## src/rtl/instr_fetch_ctrl.sv

```systemverilog
// instr_fetch_ctrl: fetch sequencer for the RV32IM core.
// It owns the fetch PC and drives the byte address of a combinational instruction memory.
// Fetched words are buffered in a small prefetch FIFO and handed to decode over a valid/ready handshake.
// A redirect from execute flushes the FIFO and restarts fetch at the (word-aligned) target.
// Ports:
//   clk, rst_n         core clock; asynchronous active-low reset
//   fetch_en           enables fetching; low holds the PC and stops pushes
//   imem_addr/data     instruction memory byte address out, word in (combinational)
//   redirect_valid/pc  one-cycle redirect request and target byte address
//   ins_valid/ready    decode handshake for the FIFO head
//   ins_data/pc        head instruction word and its byte address (NOP/0 when empty)
// Optional build macro IFU_PERF_CNT_EN adds perf_fetched (pops) and perf_bubbles
// (cycles with fetch_en high and no valid instruction) 32-bit counters.
module instr_fetch_ctrl #(
  parameter int ADDR_WIDTH = 8,
  parameter logic [ADDR_WIDTH-1:0] RESET_PC = '0,
  parameter int FIFO_DEPTH = 2
) (
  input  logic                  clk,
  input  logic                  rst_n,
  input  logic                  fetch_en,
  output logic [ADDR_WIDTH-1:0] imem_addr,
  input  logic [31:0]           imem_data,
  input  logic                  redirect_valid,
  input  logic [ADDR_WIDTH-1:0] redirect_pc,
  output logic                  ins_valid,
  input  logic                  ins_ready,
  output logic [31:0]           ins_data,
`ifdef IFU_PERF_CNT_EN
  output logic [31:0]           perf_fetched,
  output logic [31:0]           perf_bubbles,
`endif
  output logic [ADDR_WIDTH-1:0] ins_pc
);
  localparam int PW = (FIFO_DEPTH > 1) ? $clog2(FIFO_DEPTH) : 1;
  localparam logic [PW:0] DEPTH = (PW+1)'(FIFO_DEPTH);
  localparam logic [31:0] NOP = 32'h0000_0013;
  typedef enum logic {IDLE, FETCH} state_t;
  state_t state, state_next;
  logic [ADDR_WIDTH-1:0] fetch_pc;
  logic [ADDR_WIDTH-1:0] pc_q [FIFO_DEPTH];
  logic [31:0] data_q [FIFO_DEPTH];
  logic [PW-1:0] wptr, rptr;
  logic [PW:0] count;
  logic fetching, push, pop;
  always_ff @(posedge clk or negedge rst_n) begin
    if (!rst_n) state <= IDLE;
    else state <= state_next;
  end
  always_comb begin
    state_next = state;
    case (state)
      IDLE:    state_next = fetch_en ? FETCH : IDLE;
      FETCH:   state_next = fetch_en ? FETCH : IDLE;
      default: state_next = IDLE;
    endcase
    fetching = (state_next == FETCH);
    pop = ins_valid && ins_ready;
    // a full FIFO can still accept a word when the head leaves this cycle
    push = fetching && !redirect_valid && ((count < DEPTH) || pop);
  end
  assign imem_addr = fetch_pc;
  assign ins_valid = (count != '0);
  assign ins_data = ins_valid ? data_q[rptr] : NOP;
  assign ins_pc = ins_valid ? pc_q[rptr] : '0;
  // redirect wins over push and pop; a same-cycle pop is discarded with the flush
  always_ff @(posedge clk or negedge rst_n) begin
    if (!rst_n) begin
      fetch_pc <= RESET_PC;
      wptr <= '0;
      rptr <= '0;
      count <= '0;
    end else if (redirect_valid) begin
      fetch_pc <= redirect_pc & ~ADDR_WIDTH'(3);
      wptr <= '0;
      rptr <= '0;
      count <= '0;
    end else begin
      if (push) begin
        fetch_pc <= fetch_pc + ADDR_WIDTH'(4);
        wptr <= wptr + 1'b1;
      end
      if (pop) rptr <= rptr + 1'b1;
      count <= (push && !pop) ? count + 1'b1 : (pop && !push) ? count - 1'b1 : count;
    end
  end
  always_ff @(posedge clk) begin
    if (push) begin
      pc_q[wptr] <= fetch_pc;
      data_q[wptr] <= imem_data;
    end
  end
`ifdef IFU_PERF_CNT_EN
  always_ff @(posedge clk or negedge rst_n) begin
    if (!rst_n) begin
      perf_fetched <= '0;
      perf_bubbles <= '0;
    end else begin
      if (pop) perf_fetched <= perf_fetched + 32'd1;
      if (fetch_en && !ins_valid) perf_bubbles <= perf_bubbles + 32'd1;
    end
  end
`endif
endmodule

```

## config.mk

```make
export PLATFORM = sky130hd
export DESIGN_NAME = instr_fetch_ctrl
export DESIGN_NICKNAME = d
export VERILOG_FILES = /design/src/rtl/instr_fetch_ctrl.sv
export SDC_FILE = /design/constraint.sdc
export NUM_CORES = 1
export LEC_CHECK = 0
export BUFFER_PORTS_ARGS = -buffer_cell sky130_fd_sc_hd__clkbuf_2
export CORE_UTILIZATION = 40
export DETAILED_ROUTE_END_ITERATION = 10
export PLACE_DENSITY = 0.7
export SLEW_MARGIN = 20
export SYNTH_ARGS = -nofsm -noshare
export SYNTH_HDL_FRONTEND = slang
export SYNTH_SLANG_ARGS = --single-unit
```

## constraint.sdc

```tcl
create_clock -name clk -period 3.7 [get_ports clk]
set_clock_uncertainty 0.1 [all_clocks]
set_input_delay 1.11 -clock clk [delete_from_list [all_inputs] [get_ports clk]]
set_output_delay 1.11 -clock clk [all_outputs]
set_load 0.01 [all_outputs]
```

* Word level (Yosys, flattened, before mapping) *
Memories as Yosys holds them, arrays and structs flattened.
Cells that the tools add are included.

operators by class
  shift-type cells = 0
  equality and inequality tests = 0
  mux-type cells = 14
  bitwise logic cells = 0
  reduce and logical (&&, ||, !) cells = 13
  div/mod/pow operators = 0
  $lt $le $gt $ge = 1
  multipliers = 0
  add/sub/neg operators = 5

operator list
  kind                                               number
  2-to-1 mux 32 bit                                  1
  2-to-1 mux 8 bit                                   3
  adder 8 x 3 -> 8 bit, second input constant        1
  2-to-1 mux 1 bit                                   7
  2-to-1 mux 2 bit                                   3
  nonzero test 2 bit                                 3
  logical AND 1 bit                                  5
  logical NOT 1 bit                                  3
  nonzero test 3 bit                                 1
  adder 1 bit, second input constant                 2
  adder 2 x 1 -> 2 bit, second input constant        1
  less-than comparator 2 bit, second input constant  1
  subtractor 2 x 1 -> 2 bit, second input constant   1
  logical OR 1 bit                                   1

storage, ports and cells
  input port bits = 45
  output and inout port bits = 49
  bits in latches = 0
  memories = 2
  memory bits (read-only) = 0
  register bits after elaboration = 12
  word-level logic and storage cells = 39
  memory bits (writable) = 80

memories
  memory  words  width  read ports  clocked after Yosys merged registers in  write ports  RTL line  RTL
  data_q  2      32     1           0                                        1            42        logic [31:0] data_q [FIFO_DEPTH];
  pc_q    2      8      1           0                                        1            41        logic [ADDR_WIDTH-1:0] pc_q [FIFO_DEPTH];

* Longest topological paths before layout *
  depth after elaboration = 9
  mapped depth = 5
  gate-level depth less buffers = 4

* Worst setup path before layout *
Ideal clock, no wire load.

  path type = input-to-reg
  from = input fetch_en
  to = memory data_q[1][0] (enable)
  data required time = 3.111 ns
  library setup time = 0.489 ns
  path slack = -1.055 ns
  stages on the path = 3
  arrival time = 4.166 ns
  cell sequence = buf_2 nand2_1 nor3b_1

on the way
  word-level cells in the longest chain between the ends = 5

ends and longest elaborated chain
  element                                 RTL line  RTL
  start, declared                         21        input logic fetch_en,
  2-to-1 mux 1 bit                        53, 54
  logical AND 1 bit (2 in series)         60        push = fetching && !redirect_valid && ((count < DEPTH) || pop);
  2-to-1 mux 1 bit                        88        if (push) begin
  2-to-1 mux 1 bit (not written as such)  90        data_q[wptr] <= imem_data;
  end, declared                           42

Every way passes these cells.

* Final worst setup path *
  from = register count[1]
  to = output ins_pc[2]

on the way
  word-level cells in the longest chain between the ends = 2

ends and longest elaborated chain
  element                 RTL line  RTL
  start, declared         44        logic [PW:0] count;
  start signal, assigned  84        count <= (push && !pop) ? count + 1'b1 : (pop && !push) ? count - 1'b1 : count;
  nonzero test 2 bit      63        assign ins_valid = (count != '0);
  2-to-1 mux 8 bit        65        assign ins_pc = ins_valid ? pc_q[rptr] : '0;
  end, declared           33        output logic [ADDR_WIDTH-1:0] ins_pc

Every way passes these cells.

==> out/qor.yml <==
holdPathEnd: "pc_q[0][7]"
seq_area_frac_synth_pct: 72.23
slowest_stage: "dfrtp_1"
avgSynthCellArea_um2: 14.73
routedWlPerCell_um: 14.47
initial_core_util_pct: 42.03
grt_pass1_vias: 2082
final-max-slew-violation-count: 0
pwr_density_cell_nw_per_um2: 491.6
synth_top_area_share_pct: 65.10
async_reset_ff_share_pct: 11.63
rows: 33
setup_tns_ns: 0
totalWireLength_um: 6353
hold_buffers: 0
p_sw_share_pct: 24.51
drive_above_1_share_pct: 34.43
seqPwrFrac_pct: 53.8
min_period_ns: 3.079
finalSetupViolCount: 0
cp.required_ns: 2.49
drv_cap: 0
cp_cell_sequence: "nor2_4 -> buf_4 -> nor2_1 -> clkbuf_2"
synth_top_area_cell: "edfxtp_1"
syn_inst: 238
ys_types: 33
h-tree-depth: 3
ctsRootBufferMaster: "clkbuf_8"
place_hpwl_um: 4181
grt_pass1_wl_um: 10070
pwr-share-clk_pct: 35.1
drc: 0
worst-path-max-fanout: 20
num_vias: 2139
fin_nets: 375
timing.hold.ws_ns: 0.4564
ios: 94
cts_resized: 0
r2r_slack_ns: 1.75
path_depth: 4
core_um2: 8341
fin_ws_ns: 0.6207
endpoint_kind: "output port"
gp_congestion: 0.7566
grt_antenna_before_repair: 0
start_kind: "flop"
hold_violations: 0
synthTopCellsByCount: "76 x edfxtp_1, 43 x nor2_1, 38 x mux2i_1, 10 x dfrtp_1, 9 x nand2_1"
ys.flop_type: "edfxtp_1"
holdPathStages: 0
comb_power_share_pct: 11.1
grt_overflow_total: 0
grtUsageTotal_pct: 15.18
grt_max_degree: 29
syn_area_um2: 3506
synth_area_leaders: "edfxtp_1 65%, mux2i_1 11%, dfrtp_1 7.1%, nor2_1 4.6%, buf_4 1.1%"
clockBufferDepth: 2
yosysMostFrequentCell: "edfxtp_1"
clk_pin_slew_worst_paths_ns: 0.09
yosys_warnings: 0
clock_latency_ns: 0.34
r2r_start: "count[1]"
holdCritStartpoint: "imem_addr[7]"
synth_edf_count: 76
worst_path_largest_cell_delay_ns: 0.49
tightest_slew_ns: 0.5047
cts.sinks: 86
cp_top_family: "simple AND/OR/NAND/NOR gates"
die_y_um: 95.62
reg2reg_depth: 4
rsz0062_at_grt: "false"
hold_class: "flop to flop"
cts_tree: "yes"
arrival_ns: 1.87
drt_iter0_markers: 80
portBuffers: 87
p_leak_nw: 1.656
die_w_um: 95.62
fin_crit_sh_pct: 83.22
relSlewSlack_pct: 66.28
numCtsBuffers: 9
internal_power_mw: 1.596
syn_to_final_growth_pct: 22.66
reg2reg_to: "data_q[1][17]"
clock.fmax_mhz: 324.8
critical_path_class: "flop to output port"
cts_setup_buffers: 0
n_antenna_cell: 0
ant_nets: 0
firstDrtPassIters: 4
synth-seq-cells: 86
viasPerCell: 4.872
critPathBufInv: 2
place_ws_ns: 0.9805
status: "finished clean"
die-area_um2: 9143
p_sw_uw: 518.3
vdd_drop_max_mv: 0.3288
[cells by family after synthesis]
logic type / after synthesis / share of synthesized area (%)
flip-flops: 86 / 72.23
AND/OR/NAND/NOR: 75 / 10.03
multiplexers: 38 / 10.85
buffers and inverters: 20 / 3.319
AO/OA/AOI/OAI: 16 / 2.855
adder cells (fa/ha/maj): 1 / 0.3568
other: 1 / 0.1070
XOR/XNOR: 1 / 0.2499
[registers in the layout, summed over array words and instances, names as in the netlist]
register	cells
data_q	64
count	2
rptr	1
pc_q	12
imem_addr	6
wptr	1
[area by class of cell]
class / instances / area, um^2
Fill cell: 735 / 4040
Sequential cell: 86 / 2534
Multi-Input combinational cell: 135 / 898.4
Timing Repair Buffer: 93 / 493.0
Tap cell: 105 / 131.4
Clock buffer: 9 / 123.9
Clock inverter: 7 / 105.1
Inverter: 4 / 15.01
[per-layer routing]
layer  vias to the layer above  track usage, %  share of wire (%)
met1                      1000           19.55                 45
met4                         0           7.836                1.6
met3                        10           4.067                5.2
met5                         -               0                  0
met2                        76           23.57                 48
li1                       1053               -                  -
[layout by cell type (no fill, tap or decap), drive strengths merged, types with 2 or more instances in the layout]
| master | n |
|---|---|
| nand2 | 9 |
| o21ai | 5 |
| edfxtp | 76 |
| conb | 4 |
| nand3 | 7 |
| nand2b | 2 |
| dfrtp | 10 |
| clkinv | 2 |
| a31oi | 3 |
| nor2b | 2 |
| o311ai | 3 |
| nor2 | 43 |
| clkbuf | 96 |
| inv | 7 |
| buf | 6 |
| or4b | 2 |
| or3 | 2 |
| mux2i | 38 |
| a21oi | 3 |
| nand4 | 2 |
| bufinv | 2 |
[power groups by stage]
stage | Sequential [mW] | Combinational, mW | Clock (mW)
2_1_floorplan | 1.15 | 0.145 | 0
3_3_place_gp | 1.16 | 0.235 | 0
4_1_cts | 1.14 | 0.239 | 0.761
6_report | 1.14 | 0.235 | 0.743
3_5_place_dp | 1.16 | 0.239 | 0
5_1_grt | 1.14 | 0.264 | 0.803
[worst max-delay path by stage]
stage	slack, ns	to	from
global placement	1.00	ins_pc[2]	count[1]
detailed placement	0.98	ins_pc[2]	count[1]
finish	0.62	ins_pc[2]	count[1]
floorplan	0.26	data_q[1][0]	fetch_en
CTS	0.59	ins_pc[2]	count[1]
global route	0.43	ins_pc[2]	count[1]
[through the flow]
stage	power (mW)	area (um^2)	instances	util (%)
2_1_floorplan	1.291	3527	241	-
3_3_place_gp	1.390	4071	423	48.81
3_5_place_dp	1.397	4071	423	48.81
4_1_cts	2.137	4300	439	51.56
5_1_grt	2.209	4300	439	51.56
6_report	2.114	4300	439	51.56
[worst reg2reg max path: stages (launching register included)]
cell and delay (ns):
dfrtp_1 0.49, or2b_1 0.26, nand2_1 0.15, nor3b_4 0.23
buf_4 0.38
(Power assumes the default switching activity.)
